### config.mk
export PLATFORM = sky130hd
export DESIGN_NAME = i2c_arbiter
export DESIGN_NICKNAME = d
export VERILOG_FILES = /design/src/rtl/i2c_arbiter.sv
export SDC_FILE = /design/constraint.sdc
export NUM_CORES = 1
export LEC_CHECK = 0
export ABC_CLOCK_PERIOD_IN_PS = 2690
export BUFFER_PORTS_ARGS = -buffer_cell sky130_fd_sc_hd__buf_2
export CAP_MARGIN = 20
export CORE_ASPECT_RATIO = 0.8
export CORE_UTILIZATION = 54
export CTS_BUF_LIST = sky130_fd_sc_hd__clkbuf_2 sky130_fd_sc_hd__clkbuf_4 sky130_fd_sc_hd__clkbuf_8
export CTS_CLUSTER_SIZE = 24
export DETAILED_ROUTE_END_ITERATION = 8
export PLACE_DENSITY = 0.82
export SLEW_MARGIN = 20
export SYNTH_ARGS = -nofsm -noshare
export SYNTH_HDL_FRONTEND = slang
export SYNTH_SLANG_ARGS = --single-unit
### constraint.sdc
create_clock -name clk -period 2.69 [get_ports clk]
set_input_delay 0.269 -clock clk [delete_from_list [all_inputs] [get_ports clk]]
set_output_delay 0.269 -clock clk [all_outputs]
set_load 0.02 [all_outputs]
### src/rtl/i2c_arbiter.sv
// Two-port round-robin front end that shares a single-byte I2C master between requesters A and B.
// Define I2C_ARBITER_RETRY_EN to re-issue NACKed transfers up to MAX_RETRY times.
module i2c_arbiter #(
    parameter logic [6:0] SLAVE_ADDR = 7'h50,
    parameter int         MAX_RETRY  = 3,
    parameter int         TIMEOUT    = 65535
) (
    input  logic       clk,
    input  logic       rst,
    input  logic       a_req,
    input  logic       a_rw,
    input  logic [7:0] a_din,
    output logic       a_gnt,
    output logic       a_done,
    output logic       a_err,
    output logic [7:0] a_dout,
    input  logic       b_req,
    input  logic       b_rw,
    input  logic [7:0] b_din,
    output logic       b_gnt,
    output logic       b_done,
    output logic       b_err,
    output logic [7:0] b_dout,
    output logic       m_rw,
    output logic       m_dataValid,
    output logic [6:0] m_addr,
    output logic [7:0] m_din,
    input  logic [7:0] m_dout,
    input  logic       m_busy,
    input  logic       m_done,
    input  logic       m_ackErr
);

    localparam int              TW   = (TIMEOUT > 1) ? $clog2(TIMEOUT) : 1;
    localparam logic [TW-1:0]   TLIM = TW'(TIMEOUT - 1);

    typedef enum logic [2:0] {
        S_IDLE,
        S_ISSUE,
        S_WAIT_DONE,
        S_RESP
`ifdef I2C_ARBITER_RETRY_EN
        , S_RETRY
`endif
    } state_t;

    state_t        r_state, w_state_next;
    logic          r_sel_b, w_sel_b_next;
    logic          r_last_b, w_last_b_next;
    logic [TW-1:0] r_tcnt, w_tcnt_next;
    logic          r_m_rw, w_m_rw_next;
    logic [6:0]    r_m_addr, w_m_addr_next;
    logic [7:0]    r_m_din, w_m_din_next;
    logic          r_m_valid, w_m_valid_next;
    logic          w_gnt_a_next, w_gnt_b_next, w_pick_b;
    logic          w_resp, w_resp_err;
    logic [7:0]    w_resp_data;
    logic          r_a_gnt, r_a_done, r_a_err, r_b_gnt, r_b_done, r_b_err;
    logic [7:0]    r_a_dout, r_b_dout;
`ifdef I2C_ARBITER_RETRY_EN
    localparam logic [2:0] MAX_RETRY_L = 3'(MAX_RETRY);
    logic [2:0]    r_retry, w_retry_next;
`endif

    always_comb begin
        w_state_next   = r_state;
        w_sel_b_next   = r_sel_b;
        w_last_b_next  = r_last_b;
        w_tcnt_next    = r_tcnt;
        w_m_rw_next    = r_m_rw;
        w_m_addr_next  = r_m_addr;
        w_m_din_next   = r_m_din;
        w_m_valid_next = 1'b0;
        w_gnt_a_next   = 1'b0;
        w_gnt_b_next   = 1'b0;
        w_resp         = 1'b0;
        w_resp_err     = 1'b0;
        w_resp_data    = 8'h00;
        // B wins only when alone, or when A was the port served last.
        w_pick_b       = b_req && (!a_req || !r_last_b);
`ifdef I2C_ARBITER_RETRY_EN
        w_retry_next   = r_retry;
`endif
        case (r_state)
            S_IDLE: begin
                w_tcnt_next = '0;
`ifdef I2C_ARBITER_RETRY_EN
                w_retry_next = 3'd0;
`endif
                if ((a_req || b_req) && !m_busy) begin
                    w_sel_b_next  = w_pick_b;
                    w_gnt_a_next  = !w_pick_b;
                    w_gnt_b_next  = w_pick_b;
                    w_m_rw_next   = w_pick_b ? b_rw : a_rw;
                    w_m_din_next  = w_pick_b ? b_din : a_din;
                    w_m_addr_next = SLAVE_ADDR;
                    w_state_next  = S_ISSUE;
                end
            end
            S_ISSUE: begin
                w_m_valid_next = 1'b1;
                w_tcnt_next    = '0;
                w_state_next   = S_WAIT_DONE;
            end
            S_WAIT_DONE: begin
                if (m_done) begin
                    if (!m_ackErr) begin
                        w_resp       = 1'b1;
                        w_resp_data  = r_m_rw ? m_dout : 8'h00;
                        w_state_next = S_RESP;
                    end
`ifdef I2C_ARBITER_RETRY_EN
                    else if (r_retry < MAX_RETRY_L) begin
                        w_retry_next = r_retry + 3'd1;
                        w_state_next = S_RETRY;
                    end
`endif
                    else begin
                        w_resp       = 1'b1;
                        w_resp_err   = 1'b1;
                        w_state_next = S_RESP;
                    end
                end else if (r_tcnt == TLIM) begin
                    w_resp       = 1'b1;
                    w_resp_err   = 1'b1;
                    w_state_next = S_RESP;
                end else begin
                    w_tcnt_next = r_tcnt + TW'(1);
                end
            end
`ifdef I2C_ARBITER_RETRY_EN
            S_RETRY: begin
                if (!m_busy) w_state_next = S_ISSUE;
            end
`endif
            S_RESP: begin
                w_last_b_next = r_sel_b;
                w_m_rw_next   = 1'b0;
                w_m_addr_next = 7'h00;
                w_m_din_next  = 8'h00;
                w_state_next  = S_IDLE;
            end
            default: w_state_next = S_IDLE;
        endcase
    end

    always_ff @(posedge clk or negedge rst) begin
        if (!rst) begin
            r_state   <= S_IDLE;
            r_sel_b   <= 1'b0;
            r_last_b  <= 1'b1;
            r_tcnt    <= '0;
            r_m_rw    <= 1'b0;
            r_m_addr  <= 7'h00;
            r_m_din   <= 8'h00;
            r_m_valid <= 1'b0;
            r_a_gnt   <= 1'b0;
            r_a_done  <= 1'b0;
            r_a_err   <= 1'b0;
            r_a_dout  <= 8'h00;
            r_b_gnt   <= 1'b0;
            r_b_done  <= 1'b0;
            r_b_err   <= 1'b0;
            r_b_dout  <= 8'h00;
`ifdef I2C_ARBITER_RETRY_EN
            r_retry   <= 3'd0;
`endif
        end else begin
            r_state   <= w_state_next;
            r_sel_b   <= w_sel_b_next;
            r_last_b  <= w_last_b_next;
            r_tcnt    <= w_tcnt_next;
            r_m_rw    <= w_m_rw_next;
            r_m_addr  <= w_m_addr_next;
            r_m_din   <= w_m_din_next;
            r_m_valid <= w_m_valid_next;
            r_a_gnt   <= w_gnt_a_next;
            r_b_gnt   <= w_gnt_b_next;
            r_a_done  <= w_resp & ~r_sel_b;
            r_a_err   <= w_resp & w_resp_err & ~r_sel_b;
            r_a_dout  <= r_sel_b ? 8'h00 : w_resp_data;
            r_b_done  <= w_resp & r_sel_b;
            r_b_err   <= w_resp & w_resp_err & r_sel_b;
            r_b_dout  <= r_sel_b ? w_resp_data : 8'h00;
`ifdef I2C_ARBITER_RETRY_EN
            r_retry   <= w_retry_next;
`endif
        end
    end

    assign a_gnt       = r_a_gnt;
    assign a_done      = r_a_done;
    assign a_err       = r_a_err;
    assign a_dout      = r_a_dout;
    assign b_gnt       = r_b_gnt;
    assign b_done      = r_b_done;
    assign b_err       = r_b_err;
    assign b_dout      = r_b_dout;
    assign m_rw        = r_m_rw;
    assign m_dataValid = r_m_valid;
    assign m_addr      = r_m_addr;
    assign m_din       = r_m_din;

endmodule

==> results of run 1 <==
[synth_stat cells (2+ instances only)]
| cell | n |
|---|---|
| a21boi_0 | 2 |
| mux2i_1 | 9 |
| dfrtp_1 | 52 |
| or2_2 | 2 |
| a21boi_1 | 2 |
| nor4_1 | 2 |
| or3_1 | 2 |
| mux2_2 | 2 |
| nor2_1 | 10 |
| nand3_1 | 11 |
| and2_1 | 17 |
| o311ai_0 | 4 |
| a21o_1 | 2 |
| or4_1 | 8 |
| nor2b_1 | 2 |
| buf_1 | 2 |
| nand2_1 | 22 |
| clkbuf_1 | 5 |
| buf_2 | 2 |
| o2bb2ai_1 | 10 |
| o211ai_1 | 8 |
| buf_4 | 6 |
| a21oi_1 | 2 |
| inv_1 | 9 |
| o22ai_1 | 2 |
| ha_1 | 7 |
| nor3_1 | 5 |
| nand4_1 | 5 |
| and3_1 | 3 |
[final timing paths]
check                                               to  slack, ns  depth (start not counted)
min in group asynchronous       r_tcnt[14]$_DFFE_PN0P_       0.37                          2
worst min-delay path               b_dout[3]$_DFF_PN0_       0.16                          2
worst max-delay path            r_state[1]$_DFFE_PN0P_       0.56                          6
max in group asynchronous         r_last_b$_DFFE_PN1P_       1.49                          3
worst max register to register  r_state[1]$_DFFE_PN0P_       0.56                          6
worst min register to register    m_din[0]$_DFFE_PN0P_       0.50                          1
[final cells by class]
class | count | area [sq um]
Clock buffer | 5 | 68.8
Clock inverter | 3 | 50.0
Fill cell | 348 | 1500
Inverter | 9 | 33.8
Multi-Input combinational cell | 165 | 1160
Sequential cell | 53 | 1330
Tap cell | 60 | 75.1
Timing Repair Buffer | 73 | 385
[routing by layer]
layer	vias up	GRT usage (%)	wire length, microns
li1	1005	-	-
met1	1027	32.6	2530
met5	-	0	0
met2	48	38.7	2770
met3	7	8.43	273
met4	0	6.82	63
[registers in the layout, summed over array words and instances, names as in the netlist]
name	count
a_done	1
a_dout	8
a_err	1
a_gnt	1
b_done	1
b_dout	8
b_err	1
b_gnt	1
m_addr	1
m_dataValid	1
m_din	8
m_rw	1
r_last_b	1
r_sel_b	1
r_state	2
r_tcnt	16
[per-stage QoR]
stage | setup slack (ns) | instances
6_report | 0.564 | 368
5_1_grt | 0.460 | 368
4_1_cts | 0.580 | 368
3_5_place_dp | 0.629 | 359
3_3_place_gp | 0.670 | 359
2_1_floorplan | 0.771 | 242
[kinds of logic after synthesis]
group | Yosys count | synth area share, %
compound gates | 45 | 15.0
mux | 11 | 4.35
flops | 53 | 51.3
other cells | 1 | 0.145
fa+ha+maj | 7 | 3.38
buf+inv | 24 | 4.45
simple gates | 97 | 21.4
[power breakdown]
part	total [W]	internal (W)	switching, W	leakage [nW]
clock	0.000570	0.000286	0.000284	0.0603
sequential	0.00101	0.000925	0.0000893	0.718
combinational	0.000789	0.000289	0.000500	0.810
total	0.00237	0.00150	0.000873	1.59
[placed cells by master, fill, tap and decap left out, drive strengths merged, types with 2 or more instances in the layout]
cell     instances
or3              2
or2              3
and2            17
inv             10
buf             72
nand4            6
o22ai            2
o211ai           8
mux2             2
o311ai           4
nor4             2
nor2            10
dfrtp           52
conb             5
ha               7
nand2           22
mux2i            9
nor3             5
and3             3
nand3           12
o41ai            2
o2bb2ai         10
a21boi           4
nor2b            2
or4              8
clkbuf           5
a21o             2
a21oi            2
==> flow_metrics.tcl, run 1 <==
set metrics [dict create \
    outcome "completed" \
    antenna_found_initial 0 \
    finClkSkew_ns 0.0130 \
    cts-root-buf "clkbuf_8" \
    dieWidth_microns 79.4 \
    synth_edf_count 0 \
    whs_ns 0.158 \
    tightest_slew_ns 0.633 \
    critPathMaxStageDelay_ns 0.52 \
    power.leakage_nw 1.59 \
    grt-ovfl-total 0 \
    fin_crit_sh_pct 79.0 \
    synth_top_area_share_pct 50.3 \
    dpl.hpwl_mm 3.98 \
    synth_area_sq_um 2590 \
    fin_area_sq_um 3100 \
    r2r_start "r_tcnt[0]$_DFFE_PN0P_" \
    die-area_sq_um 5070 \
    slew_viol_final 0 \
    track_usage_pct 24.7 \
    grt_max_degree 41 \
    syn2layout_area_growth_pct 19.8 \
    drtIter0Drc 132 \
    cp_max_fo 5 \
    core_sq_um 4600 \
    dr_total_vias 2087 \
    synth_warnings 0 \
    crit_path_end_kind "flip-flop" \
    peakVddDrop_v 0.000427 \
    cts.sinks 53 \
    io_pins 72 \
    routed_wl_mm 5.64 \
    first_pass_iters 4 \
    rsz0062_at_grt "no" \
    crit_start "r_tcnt[0]$_DFFE_PN0P_" \
    min_path_type "in -> reg" \
    period_needed_ns 2.13 \
    grt_pass1_wl_mm 9.45 \
    cts.clk_slew.worst_paths_ns 0.11 \
    total_power_w 0.00237 \
    postRouteAntennaNets 0 \
    floorplan.initialDensity_pct 56.3 \
    yosys.cell_types.count 52 \
    max_slew_margin_pct 57.4 \
    yosys.area.top_type "dfrtp_1" \
    gp_congestion 0.843 \
    cp.buffers_inverters 1 \
    grt_pass1_vias 2002 \
    wl_per_cell_microns 15.3 \
    viasPerCell 5.67 \
    syn_inst 238 \
    ys.flop_type "dfrtp_1" \
    cts_setup_buffers 0 \
    hold_start "m_dout[3]" \
    clockBufferDepth 2 \
    start_kind "flip-flop" \
    post_cts_resized 0 \
    syn_area_per_cell_sq_um 10.9 \
    rows 22 \
    required_ns 2.90 \
    cts-htree-levels 2 \
    cp_cell_sequence "inv_1, ha_1, nand4_1, o41a_1, a21boi_1, mux2_2" \
    n_antenna_cell 0 \
    drive_gt1_share_pct 29.2 \
    nets 347 \
    drc_errors 0 \
    postPlaceCellArea_sq_um 2970 \
    utilization_pct 67.4 \
    yosysSeqAreaShare_pct 51.3 \
    synthTopCellsByArea "dfrtp_1 50%, and2_1 4.1%, mux2i_1 3.5%, ha_1 3.4%, o2bb2ai_1 3.4%" \
    synthArstFlopShare_pct 100 \
    numCtsBuffers 5 \
    slowest_stage "o41a_1" \
    io_buffers 66 \
    holdBufCountCts 1 \
    crit_family "compound AO/OA/AOI/OAI gates" \
    tns_ns 0 \
    cts_tree "done" \
    path_class "reg -> reg" \
    fmax_mhz 470 \
    setup_viol 0 \
    maxCapViolations 0 \
    cp.arrival_ns 2.33 \
    hold_viol 0 \
    ys_seq_elements 53 \
    power_density_nw_per_um2 765 \
    clock_latency_ns 0.32 \
    die_y_microns 63.9 \
]
Power figures use the tool's default switching activity.
==> run 2: changes to the inputs <==
ABC_CLOCK_PERIOD_IN_PS = 1900   (was 2690)
CORE_UTILIZATION = 49   (was 54)
PLACE_DENSITY = 0.79   (was 0.82)
clock period = 1.9 ns   (was 2.69 ns; I/O delays follow)
==> run 2 against run 1 <==
  * Sequential power is 42% higher
  * Non-clock buffer count is 14 higher
  * Sequential share of layout area is 1.9 points lower
  * Worst hold slack worse by 0.079 ns
  * Count of clock-buffer cells in the layout stayed put
  * Core utilization is 3.0 points lower
  * Via count is 2.1% higher
  * Clock skew is 0.0043 ns lower
  * Critical path depth stayed put
  * Combinational power is 52% higher
  * Die area is 9.9% higher
  * Sequential cell count stayed put
  * Largest cell class unchanged
  * Highest routed layer unchanged
==> flow_metrics.tcl, run 2 (synthesis gave the netlist of run 1 again) <==
set metrics [dict create \
    path_depth 6 \
    crit_path_end_kind "flip-flop" \
    rows 23 \
    cp_max_fo 5 \
    regArea_sq_um 1330 \
    fin_crit_sh_pct 97.4 \
    routed_wl_mm 5.90 \
    mostFrequentLayoutCells "66 x buf_2, 52 x dfrtp_1, 22 x nand2_1, 18 x buf_4, 17 x and2_1" \
    largest_reg_flops 16 \
    setup_viol 0 \
    power.leakage_nw 1.65 \
    grt_max_degree 46 \
    wl_per_cell_microns 15.4 \
    cp_cell_sequence "inv_2, ha_2, nand4_1, or4_4, a32o_1, a21o_1" \
    path_class "reg -> reg" \
    required_ns 2.12 \
    io_buffers 66 \
    utilization_pct 64.5 \
    slew_viol_final 0 \
    start_kind "flip-flop" \
    hold_path_depth 2 \
    drtIter0Drc 247 \
    fill_cells 384 \
    postRouteAntennaNets 0 \
    numCtsBuffers 5 \
    multiInputGateArea_sq_um 1210 \
    drive_gt1_share_pct 35.4 \
    n_antenna_cell 0 \
    io_pins 72 \
    nets 361 \
    finClkSkew_ns 0.00869 \
    cts-htree-levels 2 \
    grt-ovfl-total 0 \
    dpl.hpwl_mm 4.17 \
    outcome "completed" \
    use_met3_pct 4.83 \
    top_register "r_tcnt" \
    viasPerCell 5.55 \
    use_met2_pct 34.8 \
    placed_cells 373 \
    maxCapViolations 0 \
    cp.buffers_inverters 1 \
    die_y_microns 67.0 \
    peakVddDrop_v 0.000954 \
    drc_errors 0 \
    cts.sinks 53 \
    die-area_sq_um 5580 \
    cp.arrival_ns 2.07 \
    max_slew_margin_pct 49.1 \
    grt_pass1_wl_mm 9.14 \
    min_path_type "in -> reg" \
    critPathMaxStageDelay_ns 0.56 \
    clock_latency_ns 0.31 \
    floorplan.initialDensity_pct 51.4 \
    fmax_mhz 540 \
    crit_family "simple AND/OR/NAND/NOR gates" \
    first_pass_iters 4 \
    clockBufferDepth 2 \
    worst-r2r-cell-count 6 \
    whs_ns 0.0800 \
    cts_tree "done" \
    gp_congestion 0.884 \
    track_usage_pct 21.3 \
    cts.clk_slew.worst_paths_ns 0.11 \
    tightest_slew_ns 0.760 \
    dr_total_vias 2130 \
    antenna_found_initial 0 \
    period_needed_ns 1.85 \
    endpoint "r_tcnt[9]$_DFFE_PN0P_" \
    cts_setup_buffers 0 \
    tns_ns 0 \
    fin_cells 384 \
    dieWidth_microns 83.2 \
    hold_viol 0 \
    final_common_cell "buf_2" \
    reg2reg_slack_ns 0.05 \
    r2r_start "r_tcnt[0]$_DFFE_PN0P_" \
    gr-usage-met1_pct 28.7 \
    rsz0062_at_grt "yes" \
    r2r_end "r_tcnt[9]$_DFFE_PN0P_" \
    cts-root-buf "clkbuf_8" \
    grt_pass1_vias 1881 \
    power_density_nw_per_um2 1020 \
    crit_start "r_tcnt[0]$_DFFE_PN0P_" \
    core_sq_um 5040 \
    slowest_stage "or4_4" \
    busiest_layer "met2" \
    syn2layout_area_growth_pct 25.5 \
]
## run 2: power by group
group	switching, W	internal [W]	total (W)
Sequential	0.000119	0.00131	0.00143
Clock	0.000402	0.000269	0.000671
Combinational	0.000742	0.000459	0.00120
Total	0.00126	0.00204	0.00330
## run 2: final cells by class
cell class,count,area share [%]
Timing Repair Buffer,87,15.6
Clock inverter,3,0.809
Inverter,9,1.04
Multi-Input combinational cell,165,37.1
Tap cell,62,2.39
Clock buffer,5,2.12
Sequential cell,53,40.9
## run 2: routing by layer
metal  wire length (microns)  vias to the layer above  part of all wire [%]
met5                       0                        -                     0
met4                      49                        0                  0.83
met3                     346                        5                   5.9
met2                    2970                       76                    50
met1                    2530                     1018                    43
li1                        -                     1031                     -
## run 2: worst reg2reg max path: cells and delay by family, from the launching register on
family                     cells  cell delay (ns)
DFF                            1             0.40
buffers and inverters          1             0.06
AOI/OAI and AO/OA              2             0.39
and+or+nand+nor                2             0.74
adders and majority gates      1             0.17
## run 2: worst min path at each step
| stage | slack [ns] | start | end |
|---|---|---|---|
| after floorplan | -0.11 | rst | a_done$_DFF_PN0_ |
| after global placement | 0.07 | rst | r_tcnt[6]$_DFFE_PN0P_ |
| after detailed placement | 0.07 | rst | r_tcnt[2]$_DFFE_PN0P_ |
| after CTS | 0.08 | m_dout[0] | a_dout[0]$_DFF_PN0_ |
| after global routing | 0.07 | m_dout[0] | a_dout[0]$_DFF_PN0_ |
| final | 0.08 | m_dout[2] | a_dout[2]$_DFF_PN0_ |
## run 2: timing repair
action	4_1_cts	5_1_grt
gates resized for setup	1	15
endpoints found under the hold margin	8	0
hold buffers	1	0
gates cloned	0	2
pin swaps	0	5
setup endpoints to repair	10	27
## run 2: through the flow
| stage | total power (W) | setup slack, ns | instance area, sq um |
|---|---|---|---|
| floorplan | 0.00220 | -0.0190 | 2600 |
| global placement | 0.00257 | 0.0862 | 3080 |
| detailed placement | 0.00262 | -0.0207 | 3080 |
| CTS | 0.00329 | 0.00792 | 3190 |
| global route | 0.00349 | -0.0451 | 3250 |
| finish | 0.00330 | 0.0497 | 3250 |
